===== config.mk =====
export PLATFORM = sky130hd
export DESIGN_NAME = reg_pipe_en
export DESIGN_NICKNAME = d
export VERILOG_FILES = /design/src/rtl/reg_pipe_en.sv
export SDC_FILE = /design/constraint.sdc
export NUM_CORES = 1
export LEC_CHECK = 0
export CELL_PAD_IN_SITES_DETAIL_PLACEMENT = 1
export CELL_PAD_IN_SITES_GLOBAL_PLACEMENT = 1
export CORE_MARGIN = 1.5
export CORE_UTILIZATION = 39
export DETAILED_ROUTE_END_ITERATION = 8
export HOLD_SLACK_MARGIN = 0.12
export PLACE_DENSITY_LB_ADDON = 0.08
export SLEW_MARGIN = 10
export SYNTH_ARGS = -nofsm -noshare
export SYNTH_HDL_FRONTEND = slang
export SYNTH_SLANG_ARGS = --single-unit

===== constraint.sdc =====
create_clock -name clk -period 1.9 [get_ports clk]
set_input_delay 0.475 -clock clk [delete_from_list [all_inputs] [get_ports clk]]
set_output_delay 0.475 -clock clk [all_outputs]
set_load 0.02 [all_outputs]

===== src/rtl/reg_pipe_en.sv =====
// Stallable, flushable DEPTH-stage delay line for WIDTH-bit data with per-stage valid bits.
// Outputs come straight from the last stage; occupancy is a registered count of valid stages.
`timescale 1ns/1ps

module reg_pipe_en #(
    parameter int              WIDTH       = 8,
    parameter int              DEPTH       = 4,
    parameter logic [WIDTH-1:0] RESET_VALUE = '0
) (
    input  logic                       clk,
    input  logic                       reset,
    input  logic                       en,
    input  logic                       flush,
    input  logic                       in_valid,
    input  logic [WIDTH-1:0]           d,
    output logic [WIDTH-1:0]           q,
    output logic                       out_valid,
    output logic [$clog2(DEPTH+1)-1:0] occupancy
);

    localparam int OCC_W = $clog2(DEPTH + 1);

    logic [WIDTH-1:0] stage [DEPTH];
    logic [DEPTH-1:0] valid;
    logic [OCC_W-1:0] occ;

    // Flush drops valids only; stage data is left in place.
    always_ff @(posedge clk) begin
        if (reset) begin
            for (int unsigned i = 0; i < DEPTH; i++) begin
                stage[i] <= RESET_VALUE;
            end
            valid <= '0;
            occ   <= '0;
        end else if (flush) begin
            valid <= '0;
            occ   <= '0;
        end else if (en) begin
            stage[0] <= d;
            valid[0] <= in_valid;
            for (int unsigned i = 1; i < DEPTH; i++) begin
                stage[i] <= stage[i-1];
                valid[i] <= valid[i-1];
            end
            // Entry and exit in the same cycle cancel out.
            occ <= occ + OCC_W'(in_valid) - OCC_W'(valid[DEPTH-1]);
        end
    end

    assign q         = stage[DEPTH-1];
    assign out_valid = valid[DEPTH-1];
    assign occupancy = occ;

endmodule


---- After elaboration in Yosys (flattened, before gate mapping) ----
Memory sizes are Yosys's and may differ from the RTL's.
Index checks and enable logic that the tools add are counted.
cells by class
  bitwise operators ....................... 4
  reductions and logical operators ........ 1
  mux-type cells .......................... 10
  add/subtract/negate cells ............... 2
operators by type and width
  operator                                     number
  8-bit 2-to-1 mux                             4
  1-bit 2-to-1 mux                             6
  1-bit bitwise OR                             4
  3-bit by 1-bit adder with 3-bit output       1
  3-bit by 1-bit subtractor with 3-bit output  1
  2-bit OR reduction                           1
word-level totals
  output and inout port bits .............. 12
  register bits after elaboration ......... 7
  memories kept ........................... 1
  bits of input ports ..................... 13
  RAM bits ................................ 32
  word-level logic and storage cells ...... 20
memories
  memory  words  bits a word  read ports  clocked after Yosys merged registers in  write ports  RTL line  text
  stage   4      8            4           0                                        4            23        logic [WIDTH-1:0] stage [DEPTH];

---- Logic depth before layout (Yosys ltp) ----
  word-level depth ........................ 5
  depth in mapped cells ................... 9
  gate-level depth less buffers ........... 9

---- Worst setup path after synthesis ----
OpenSTA, ideal clock, no wires.
  kind .................................... register -> register
  start point ............................. register occ[0], in the netlist occupancy[0]
  end point ............................... register occ[2], in the netlist occupancy[2]
  buffers on the path ..................... 0
  clock period less this slack ............ 1,905 ps
  required time ........................... 1,784 ps
  cell stages (with the launch flop) ...... 10
  arrival ................................. 1,790 ps
  setup slack ............................. -5 ps
  library setup time ...................... 116 ps
  cell sequence ........................... dfxtp_1 > inv_1 > ha_1 > inv_1 > ha_1 > inv_1 > fa_1 > xor2_1 > a211oi_2 > a31o_1
on the way
  longest elaborated chain between the ends .. 2
RTL lines
  what                                         RTL line  text
  start: declaration                           25        logic [OCC_W-1:0] occ;
  start signal: assignment                     46        occ <= occ + OCC_W'(in_valid) - OCC_W'(valid[DEPTH-1]);
  3-bit by 1-bit adder with 3-bit output       46
  3-bit by 1-bit subtractor with 3-bit output  46
No other way between the ends.
A chain may end at the register's enable or synchronous reset.

---- Final worst setup path ----
  start point ............................. input port in_valid
  end point ............................... register occ[2], in the netlist occupancy[2]
on the way
  longest elaborated chain between the ends .. 2
RTL lines
  what                                         RTL line  text
  start: declaration                           14        input logic in_valid,
  3-bit by 1-bit adder with 3-bit output       46
  3-bit by 1-bit subtractor with 3-bit output  46
No other way between the ends.

==> flow_summary_export.csv <==
group,metric,value,unit
run_status,outcome,"finished, final reports clean",
clock_network,cts_sinks,39,
final_layout,drive_gt1_share,11.4,%
routing,routed_wl,2.17,mm
synthesis,synthAdderAreaFrac,2.81,%
critical_path,worstSetupPathType,"in -> reg",
clock_network,holdBufCountCts,0,
grt,grt_pass1_vias,799,
timing,hold_violations,0,
pwr,switchingPower,344,uW
grt,grt_max_degree,33,
clock_network,clk_latency,0.29,ns
pwr,power.clock.fraction,35.1,%
place,post-dp-hpwl,1.43,mm
floorplanning,die_width,67.2,um
critical_path,crit_slowest_cell,"clkdlybuf4s50_1",
critical_path,worstPathRequired,2.13,ns
critical_path,cp-start-kind,"input pin",
flow_run,maxCapViolCount,0,
synthesis,synth_top_family_by_area,"simple AND/OR/NAND/NOR gates",
hold_path,hold_path_class,"reg -> reg",
timing,fin_crit,1.87,ns
timing,post-route-period-util,98.2,%
final_layout,final_cell_area,1950,um2
routing,drtPass1Iterations,2,
grt,grtUsageTotal,11.4,%
synthesis,syn-num-nets,127,
final_layout,multiInputGateArea,399,um2
clock_network,cts_root_buffer,"clkbuf_8",
place,dp.cells,174,
synthesis,synth_compound_area_share,1.79,%
final_layout,regArea,1100,um2
timing,fmax,0.536,GHz
clock_network,cts_tree,"built",
critical_path,path_max_fanout,2,
pwr,cellPowerDensity,876,nW/um2
pwr,power_frac_seq,57.5,%
pwr,ir_worst_vdd,0.418,mV
final_layout,nets,147,
pwr,leakagePower,0.757,nW
routing,antenna_left,0,
critical_path,cp-end-kind,"register",
routing,wl_per_cell,11.9,um
timing,setup-tns-final,0,ns
timing,rsz0062_at_grt,"yes",
floorplanning,fp.dieH,67.2,um
grt,grt_pass1_wl,3.58,mm
critical_path,cpPeakStageDelay,0.49,ns
final_layout,diodes,0,
final_layout,layout.cells.non_filler,182,
clock_network,h-tree-depth,2,
clock_network,postCtsSetupRepairBufs,0,
floorplanning,core_area,3970,um2
place,gp_congestion,0.683,
routing,routed_via_density,4.47,
critical_path,arrival,2.09,ns
clock_network,ctsResizeCount,0,
clock_network,cts_buffers,5,
routing,num_vias,814,
pwr,power,1.71,mW
synthesis,synth-simple-area-share,16.1,%
floorplanning,die_area,4510,um2
critical_path,crit_chain,"clkdlybuf4s50_1 > ha_1 > inv_1 > fa_1 > xor2_2 > a211oi_2 > a31o_1",
place,port_buffers,24,
synthesis,synthMuxAreaShare,3.12,%
grt,antenna_found_initial,0,
synthesis,yosysUniqueCellTypes,19,
synthesis,synth-seq-cells,39,
timing,slew_violations,0,
pwr,switching_share,20.1,%
floorplanning,row_count,23,
floorplanning,start_util,40.4,%
timing,setup_viol,0,
pwr,intPower,1.37,mW
timing,tightest_slew,0.508,ns
timing,fin_skew,0.00873,ns
timing,slew_headroom,66.1,%
floorplanning,io_pins,25,
synthesis,synthXorXnorAreaFrac,0.546,%
routing,drt_iter0_drc,50,
final_layout,n_fill_cell,389,
final_layout,final_core_util,49.2,%
grt,grt_remaining_overflow,0,
clock_network,clk_pin_slew,0.07,ns
synthesis,yosys_warnings,0,
final_layout,syn2layout_area_growth,21.7,%
synthesis,syn_avg_cell_area,14.5,um2
synthesis,synthCells,111,
pwr,p_comb_share,7.4,%
synthesis,syn_area,1610,um2
place,dpl_cell_area,1840,um2
routing,drc,0,
clock_network,cts_max_path_buffers,2,
synthesis,seq_area_frac_synth,68.6,%
## power by group through the flow
stage                     sequential [mW]  clock (mW)  combinational [mW]
final                               0.984       0.600               0.127
after global routing                0.990       0.658               0.140
after CTS                           0.985       0.628               0.130
after detailed placement             1.00           0               0.129
after global placement               1.00           0               0.125
after floorplan                      1.00           0              0.0783
## final timing paths
kind                startpoint            to  slack, ns  cells past startpoint
setup / recovery      in_valid  occupancy[2]       0.03                      7
hold reg to reg   occupancy[0]  occupancy[0]       0.51                      2
setup reg to reg  occupancy[0]  occupancy[2]       0.04                      9
hold / removal    occupancy[0]  occupancy[0]       0.51                      2
## Yosys cell counts (all sizes together)
| cell | n | share of area, % |
|---|---|---|
| and2 | 32 | 12 |
| edfxtp | 32 | 60 |
| buf | 10 | 5.1 |
| nor2 | 8 | 2.3 |
| dfxtp | 7 | 8.7 |
| mux2i | 5 | 3.1 |
| inv | 4 | 0.94 |
| clkbuf | 3 | 0.94 |
| a211oi | 2 | 1.2 |
| ha | 2 | 1.6 |
| nand2b | 2 | 0.94 |
| a31o | 1 | 0.55 |
| fa | 1 | 1.2 |
| or2 | 1 | 0.39 |
| xor2 | 1 | 0.55 |
## critical path, delay by kind of cell
family | cells | cell delay, ns
buf+inv | 2 | 0.53
fa+ha+maj | 2 | 0.55
xor+xnor | 1 | 0.18
compound gates | 2 | 0.35
## routing by layer
layer	track usage, %	up-vias	wire length (um)
met2	18.4	20	1150
met5	0	-	0
met4	6.89	0	25
met1	12.4	387	868
met3	5.00	4	121
li1	-	403	-
## final cells by class
| cell class | instances | share of cell area [%] |
|---|---|---|
| Clock buffer | 7 | 4.93 |
| Clock inverter | 1 | 0.384 |
| Inverter | 4 | 0.769 |
| Multi-Input combinational cell | 55 | 20.4 |
| Sequential cell | 39 | 56.4 |
| Tap cell | 50 | 3.20 |
| Timing Repair Buffer | 26 | 13.8 |
## cells in the final DEF, fill, tap and decap left out
| cell type | instances |
|---|---|
| and2_1 | 32 |
| edfxtp_1 | 32 |
| clkdlybuf4s50_1 | 23 |
| nor2_1 | 7 |
| clkbuf_8 | 7 |
| dfxtp_1 | 6 |
| mux2i_1 | 5 |
| inv_1 | 4 |
| ha_1 | 2 |
| nand2b_2 | 1 |
| nand2b_1 | 1 |
| nor2_4 | 1 |
| xor2_2 | 1 |
| or2_1 | 1 |
| a211oi_2 | 1 |
| a31o_1 | 1 |
| a211oi_1 | 1 |
| fa_1 | 1 |
| clkinvlp_4 | 1 |
| dfxtp_2 | 1 |
| dlymetal6s2s_1 | 1 |
| buf_12 | 1 |
| buf_4 | 1 |
## through the flow
step           hold WS, ns  worst slack [ns]
6_report             0.511            0.0333
4_1_cts              0.520            0.0216
5_1_grt              0.537           -0.0614
3_3_place_gp         0.474            -0.220
2_1_floorplan        0.460            0.0505
3_5_place_dp         0.499            -0.270
## sequential cells by signal, summed over array words and instances, names as in the netlist
signal	cells
stage	32
valid	4
occupancy	3
## cells by family (layout without fill, tap and decap cells)
group | after synthesis | count (layout)
compound gates | 3 | 3
flops | 39 | 39
xor+xnor | 1 | 1
mux | 5 | 5
simple gates | 43 | 43
buf+inv | 17 | 38
fa+ha+maj | 3 | 3
(Power assumes the default switching activity.)
